## src/rtl/reseed_sequencer_pkg.sv

```systemverilog
// Shared definitions for the placement-seed reseed sequencer.
package reseed_sequencer_pkg;

   localparam int DEF_SET_IDX_BITS = 6;
   localparam int DEF_EPOCH_BITS   = 16;

   typedef enum logic [2:0] {
      IDLE    = 3'd0,
      DRAIN   = 3'd1,
      FLUSH   = 3'd2,
      WB_WAIT = 3'd3,
      RESEED  = 3'd4
   } reseed_state_t;

endpackage

```

## src/rtl/reseed_epoch_counter.sv

```systemverilog
// Saturating access counter for one placement epoch, with limit compare.
// An increment coinciding with a clear is kept, so the first access of the
// new epoch is never lost.
module reseed_epoch_counter
   import reseed_sequencer_pkg::*;
#(
   parameter int EPOCH_BITS = DEF_EPOCH_BITS
) (
   input  logic                  clk,
   input  logic                  reset,
   input  logic                  i_inc,
   input  logic                  i_clear,
   input  logic [EPOCH_BITS-1:0] i_limit,
   output logic                  o_epoch_hit
);

   logic [EPOCH_BITS-1:0] r_count;
   logic                  w_saturated;

   assign w_saturated = &r_count;

   // Count accepted accesses; clear at reseed, hold at all-ones.
   always_ff @(posedge clk or posedge reset) begin
      if (reset) begin
         r_count <= '0;
      end else if (i_clear) begin
         r_count <= i_inc ? EPOCH_BITS'(1) : '0;
      end else if (i_inc && !w_saturated) begin
         r_count <= r_count + 1'b1;
      end
   end

   // A zero limit disables automatic reseeding.
   assign o_epoch_hit = (i_limit != '0) && (r_count >= i_limit);

endmodule

```

## src/rtl/reseed_sequencer.sv

```systemverilog
// Decides when the placement seed must change, quiesces the cache, sweeps
// every set through the writeback/invalidate port and then issues a single
// reseed pulse. All outputs decode from registers only.
//
// Flush handshake: a flush request transfers on a cycle where flush_valid
// and flush_ready are both high; while flush_valid is high and flush_ready
// is low, flush_set is held unchanged.
module reseed_sequencer
   import reseed_sequencer_pkg::*;
#(
   parameter int SET_IDX_BITS = DEF_SET_IDX_BITS,
   parameter int EPOCH_BITS   = DEF_EPOCH_BITS
) (
   input  logic                    clk,
   input  logic                    reset,
   input  logic [EPOCH_BITS-1:0]   epoch_limit,
   input  logic                    access_valid,
   input  logic                    sw_reseed_req,
   output logic                    quiesce_req,
   input  logic                    pipeline_idle,
   output logic                    flush_valid,
   output logic [SET_IDX_BITS-1:0] flush_set,
   input  logic                    flush_ready,
   input  logic                    wb_idle,
   output logic                    reseed,
   output logic                    busy
);

   localparam logic [SET_IDX_BITS-1:0] LAST_SET = {SET_IDX_BITS{1'b1}};

   reseed_state_t           r_state;
   reseed_state_t           w_next_state;
   logic [SET_IDX_BITS-1:0] r_set_ptr;
   logic [SET_IDX_BITS-1:0] w_set_ptr_next;
   logic                    r_pending;
   logic                    w_pending_next;
   logic                    w_epoch_hit;
   logic                    w_trigger;
   logic                    w_clear;

   assign w_clear   = (r_state == RESEED);
   assign w_trigger = r_pending || w_epoch_hit;

   reseed_epoch_counter #(
      .EPOCH_BITS (EPOCH_BITS)
   ) u_epoch_counter (
      .clk         (clk),
      .reset       (reset),
      .i_inc       (access_valid),
      .i_clear     (w_clear),
      .i_limit     (epoch_limit),
      .o_epoch_hit (w_epoch_hit)
   );

   // State, sweep pointer and pending software request registers.
   always_ff @(posedge clk or posedge reset) begin
      if (reset) begin
         r_state   <= IDLE;
         r_set_ptr <= '0;
         r_pending <= 1'b0;
      end else begin
         r_state   <= w_next_state;
         r_set_ptr <= w_set_ptr_next;
         r_pending <= w_pending_next;
      end
   end

   // Sequence control. A software request arriving while a sequence is
   // starting or running is absorbed into it; one arriving during the
   // reseed cycle itself is remembered and starts a fresh sequence.
   always_comb begin
      w_next_state   = r_state;
      w_set_ptr_next = r_set_ptr;
      w_pending_next = r_pending;
      case (r_state)
         IDLE: begin
            if (w_trigger) begin
               w_next_state   = DRAIN;
               w_pending_next = 1'b0;
            end else if (sw_reseed_req) begin
               w_pending_next = 1'b1;
            end
         end
         DRAIN: begin
            if (pipeline_idle) w_next_state = FLUSH;
         end
         FLUSH: begin
            if (flush_ready) begin
               w_set_ptr_next = r_set_ptr + 1'b1;
               if (r_set_ptr == LAST_SET) w_next_state = WB_WAIT;
            end
         end
         WB_WAIT: begin
            if (wb_idle) w_next_state = RESEED;
         end
         RESEED: begin
            w_next_state   = IDLE;
            w_set_ptr_next = '0;
            if (sw_reseed_req) w_pending_next = 1'b1;
         end
         default: begin
            w_next_state   = IDLE;
            w_set_ptr_next = '0;
         end
      endcase
   end

   assign quiesce_req = (r_state != IDLE);
   assign busy        = (r_state != IDLE);
   assign flush_valid = (r_state == FLUSH);
   assign reseed      = (r_state == RESEED);
   assign flush_set   = r_set_ptr;

endmodule
```

## config.mk

```make
export PLATFORM = sky130hd
export DESIGN_NAME = reseed_sequencer
export DESIGN_NICKNAME = d
export VERILOG_FILES = /design/src/rtl/reseed_sequencer_pkg.sv /design/src/rtl/reseed_epoch_counter.sv /design/src/rtl/reseed_sequencer.sv
export SDC_FILE = /design/constraint.sdc
export NUM_CORES = 1
export LEC_CHECK = 0
export BUFFER_PORTS_ARGS = -buffer_cell sky130_fd_sc_hd__buf_4
export CAP_MARGIN = 40
export CORE_MARGIN = 10
export CORE_UTILIZATION = 58
export CTS_BUF_LIST = sky130_fd_sc_hd__clkbuf_8
export CTS_CLUSTER_DIAMETER = 200
export DETAILED_ROUTE_END_ITERATION = 8
export PLACE_DENSITY = 0.8
export SLEW_MARGIN = 0
export SYNTH_ARGS = -nofsm -noshare
export SYNTH_HDL_FRONTEND = slang
export SYNTH_SLANG_ARGS = --single-unit
```

## constraint.sdc

```tcl
create_clock -name clk -period 2.3 [get_ports clk]
set_input_delay 0.345 -clock clk [delete_from_list [all_inputs] [get_ports clk]]
set_output_delay 0.345 -clock clk [all_outputs]
set_load 0.005 [all_outputs]
```

# Yosys cells after proc, flatten, opt, wreduce, memory -nomap -nowiden
# Cells that the tools add are included.
# Widths: inputs -> output; s select.
# word_totals
ff_bits,26
latch_bits,0
ram_bits,0
romBits,0
input_bits,23
wordCells,45
n_memories,0
# op_classes
add_sub_neg,2
mul,0
div_mod_pow,0
n_lt_le_gt_ge,1
eq_ne,10
shifts,0
mux,14
n_bitwise,1
n_reduce_logical,13
# ops
cell,n
$mux 16,2
$add 16x1->16 const B,1
$ge 16x16->1,1
$reduce_and 16->1,1
$reduce_bool 16->1,1
$mux 3,5
$pmux 3 s4,1
$pmux 6 s2,1
$add 6x1->6 const B,1
$eq 3x2->1 const B,2
$eq 6x6->1 const B,1
$mux 6,1
$ne 2x2->1 const B,3
$reduce_and 5->1,1
$ne 2x1->1 const B,2
$reduce_bool 2->1,2
$eq 3x1->1 const B,1
$eq 3x3->1 const B,1
$logic_not 3->1,1
$mux 1,3
$reduce_bool 3->1,1
$reduce_or 3->1,1
$logic_and 1x1->1,2
$pmux 1 s2,1
4 further kinds,4

# Logic depth before layout (Yosys ltp)
# depth
depth_word,5
depth_mapped,7
ltp_nobuf,7

# Modules after synthesis
# From an unflattened synthesis, not the netlist that was laid out.
# hier_totals
hier_cells,221
hier_area_um2,1963.1
# modules_own_cells
module,instances,cells_each,area_each_um2
reseed_epoch_counter,1,161,1386.3
reseed_sequencer,1,60,576.8

# Worst setup path after synthesis
# Ideal clock, no wire load.
# synth_timing
path_kind,register to register
start,reg u_epoch_counter.r_count[11]
end,reg r_state[0]
setup_time_ns,0.135
arrival_time_ns,1.604
t_required_ns,2.165
slack_ns,0.561
path_stages_with_launch,7
path_buffers,0
synth_period_minus_slack_ns,1.739
path_cell_list,dfrtp_1 ha_1 a21oi_1 o21ai_0 a221o_1 nor3_1 o22ai_1
# synth_between
elab_chain_len,5
# synth_rtl
element,line,source
start: declaration,reseed_epoch_counter.sv:17,logic [EPOCH_BITS-1:0] r_count;
start signal: assignment,reseed_epoch_counter.sv:27,r_count <= i_inc ? EPOCH_BITS'(1) : '0;
start signal: assignment,reseed_epoch_counter.sv:29,r_count <= r_count + 1'b1;
$ge 16x16->1,reseed_epoch_counter.sv:34,assign o_epoch_hit = (i_limit != '0) && (r_count >= i_limit);
$logic_and 1x1->1,reseed_epoch_counter.sv:34,
$logic_or 1x1->1,reseed_sequencer.sv:42,assign w_trigger = r_pending || w_epoch_hit;
$ne 2x2->1 (no source line),--,
$reduce_and 5->1 (no source line),--,
end signal: assignment,reseed_sequencer.sv:62,r_state <= w_next_state;
end: declaration,reseed_sequencer.sv:31,reseed_state_t r_state;
# Every way passes these cells.
# A chain may end at the register's enable or synchronous reset.

# Worst setup path after layout
# layout_timing
start,reg u_epoch_counter.r_count[0]
end,reg r_state[0]
# Same word-level chain as after synthesis.

==> results by group <==
Place
  – Post-DP HPWL: 3420 um
  – Gpl congestion: 0.864
  – IO buf count: 32
  – Post-place setup slack: 0.344 ns

Synthesis
  – Mux contribution to synthesized area: 0.551%
  – Top-area cell type share of the netlist area: 35.8%
  – Synthesized area: 1820 um^2
  – Synth Area in XOR/XNOR: 5.30%
  – Syn Inst Count: 212
  – Dominant cells by area after synthesis: dfrtp_1 36%, ha_1 12%, nor2_1 5.0%
  – Top-count cell post-synth: dfrtp_1
  – Syn Area/Cell: 8.57 um^2
  – Complex-gate fraction of the synthesized area: 14.3%
  – Main combinational cell family by area after synthesis: simple AND/OR/NAND/NOR gates
  – Synth Flop Type: dfrtp_1
  – Post-synth net total: 253
  – Asr flop ratio synth: 100%
  – Synth area leader: dfrtp_1
  – Post-synth EDFFs: 0
  – Post-synth top cells: 26 x dfrtp_1, 24 x nor2_1, 23 x inv_1
  – Post-synthesis adder-cell area fraction: 12.4%
  – Distinct cells, synth: 40
  – Post-synthesis sequential area ratio: 35.8%
  – YS warnings: 0
  – #FFs+latches synth: 26
  – Synth Area in Simple Gates: 25.2%

Critical path
  – Worst R2R Path Depth: 7
  – CP Data Arrival Time: 2.14 ns
  – Setup CP Type: reg2reg
  – Reg2Reg Setup Slack: 0.31 ns
  – Worst Path Max Fanout: 7
  – Worst setup SP type: register
  – Critical path required time: 2.45 ns
  – Worst R2R End: r_state[0]$_DFFE_PP0P_
  – Worst reg2reg path startpoint: u_epoch_counter.r_count[0]$_DFFE_PP0P_
  – Critical path origin: u_epoch_counter.r_count[0]$_DFFE_PP0P_
  – CP endpoint kind: register

Clocking
  – Post-CTS Setup Bufs: 0
  – Clock Tree Buf Depth: 2
  – Worst skew pair latency: 0.27 ns
  – Clock sinks: 26
  – Resized cells post-CTS: 0
  – Root Buffer: clkbuf_8
  – Register clock-pin slew on the reported worst setup and hold paths: 0.10 ns
  – CTS buffer count: 3
  – Post-CTS Hold Buffers: 0
  – CTS tree: done
  – H-tree levels: 1

Floorplan
  – Initial Util: 60.0%
  – Die Wd: 76.0 um
  – # IOs: 33
  – CORE AREA: 3030 um^2
  – Die span in y: 76.0 um
  – Die area: 5770 um^2
  – # rows: 20

Status
  – Outcome: finished, final reports clean

Finish
  – Sequential cell area: 651 um^2
  – Layout cells sized above 1: 18.0%
  – Area of the multi-input gates: 1050 um^2
  – Fillers: 244
  – Post-layout util: 71.9%
  – Final-stage net count: 287
  – Ant diodes: 0
  – Area Overhead vs Synth: 19.8%

STA
  – Worst setup margin: 0.314 ns
  – Max frequency: 504 MHz
  – Final period util: 86.3%
  – Worst-Margin Slew: 0.453 ns
  – Slew Viols, Final: 0
  – Final Hold Viols: 0
  – Skew final: 0.00290 ns
  – Hold Slack: 0.111 ns
  – Sum Neg Setup Slack: 0 ns
  – Final Setup Violations: 0
  – Max_slew headroom: 69.5%
  – Final min period: 1.99 ns
  – RSZ-0062 raised after global routing: false

Global routing
  – Largest net degree at the start of global routing: 27
  – Initial antenna violation count: 0
  – Total track usage: 14.5%
  – Gr ovfl total: 0
  – Number of global-route vias before repair: 1524
  – First-pass GRT wire length: 7150 um

Route
  – Drt wl/cell: 14.7 um
  – Vias post-DR: 1578
  – Vias per inst: 5.46
  – DRT Pass-1 Iters: 4
  – DRC: 0
  – Final wirelength: 4250 um
  – Initial DRC count: 128
  – ANT nets after route: 0

Pwr
  – PwrDens: 749 nW/um^2
  – Leak: 1.11 nW
  – VDD IR max: 0.000520 V
  – Total power: 1.63 mW

Job
  – Max Cap Viol: 0

Worst hold path
  – HP Class: in2async
## kinds of logic after synthesis
family / after synthesis
fa+ha+maj: 18
flops: 26
buf+inv: 29
mux: 1
compound gates: 42
xor+xnor: 11
simple gates: 85
## through the flow
stage / cell area (um^2) / cells
after floorplan: 1820 / 212
after global placement: 2100 / 285
after detailed placement: 2100 / 285
after CTS: 2180 / 289
after global routing: 2180 / 289
final: 2180 / 289
## flip-flops by register name, summed over array words and instances (netlist names)
| register | cells |
|---|---|
| u_epoch_counter.r_count | 16 |
| r_state | 3 |
| flush_set | 6 |
| r_pending | 1 |
## cells in the final DEF, fill, tap and decap left out, drive strengths merged, types with 3 or more instances in the layout
cell and instances:
xor2 9, inv 23, clkbuf 3, nor2 24
nand4 7, nand2 17, nor3 3, a21oi 14
nand3 11, and3 4, o21ai 15, and4 4
nor4 4, dfrtp 26, buf 35, o211ai 4
or3 5, ha 18
## metal layers
metal  wire, um  global-route usage, %
met5          0                      0
met4         34                   3.22
met3        216                   2.71
met2       1950                   23.0
met1       2050                   19.7
## worst max path at each step
stage | end | slack [ns] | cells after the start
final | r_state[0]$_DFFE_PP0P_ | 0.31 | 7
after global routing | r_state[0]$_DFFE_PP0P_ | 0.12 | 7
after CTS | r_state[0]$_DFFE_PP0P_ | 0.31 | 7
after detailed placement | r_state[0]$_DFFE_PP0P_ | 0.34 | 7
after global placement | r_state[0]$_DFFE_PP0P_ | 0.45 | 6
after floorplan | r_state[0]$_DFFE_PP0P_ | 0.56 | 6
## worst max-delay path, cell delays in order (launching register included)
cell,delay [ns]
dfrtp_1,0.47
inv_1,0.07
ha_1,0.26
nand2b_1,0.14
a2111oi_0,0.44
a2111oi_0,0.14
nor3_1,0.23
o22ai_1,0.12
## power breakdown
part           internal, mW  switching (mW)  total [mW]
clock network         0.233           0.157       0.390
registers             0.554           0.156       0.710
logic                 0.271           0.259       0.530
total                  1.06           0.572        1.63
## area by class of cell
cell class / count / share of cell area [%]
multi-input cells: 157 / 48.2
inverters: 23 / 3.97
clock inverters: 1 / 1.38
well taps: 44 / 2.53
clock buffers: 3 / 1.90
flip-flops and latches: 26 / 29.9
repair buffers: 35 / 12.1
Note: power is estimated with default switching activity, not from simulation.
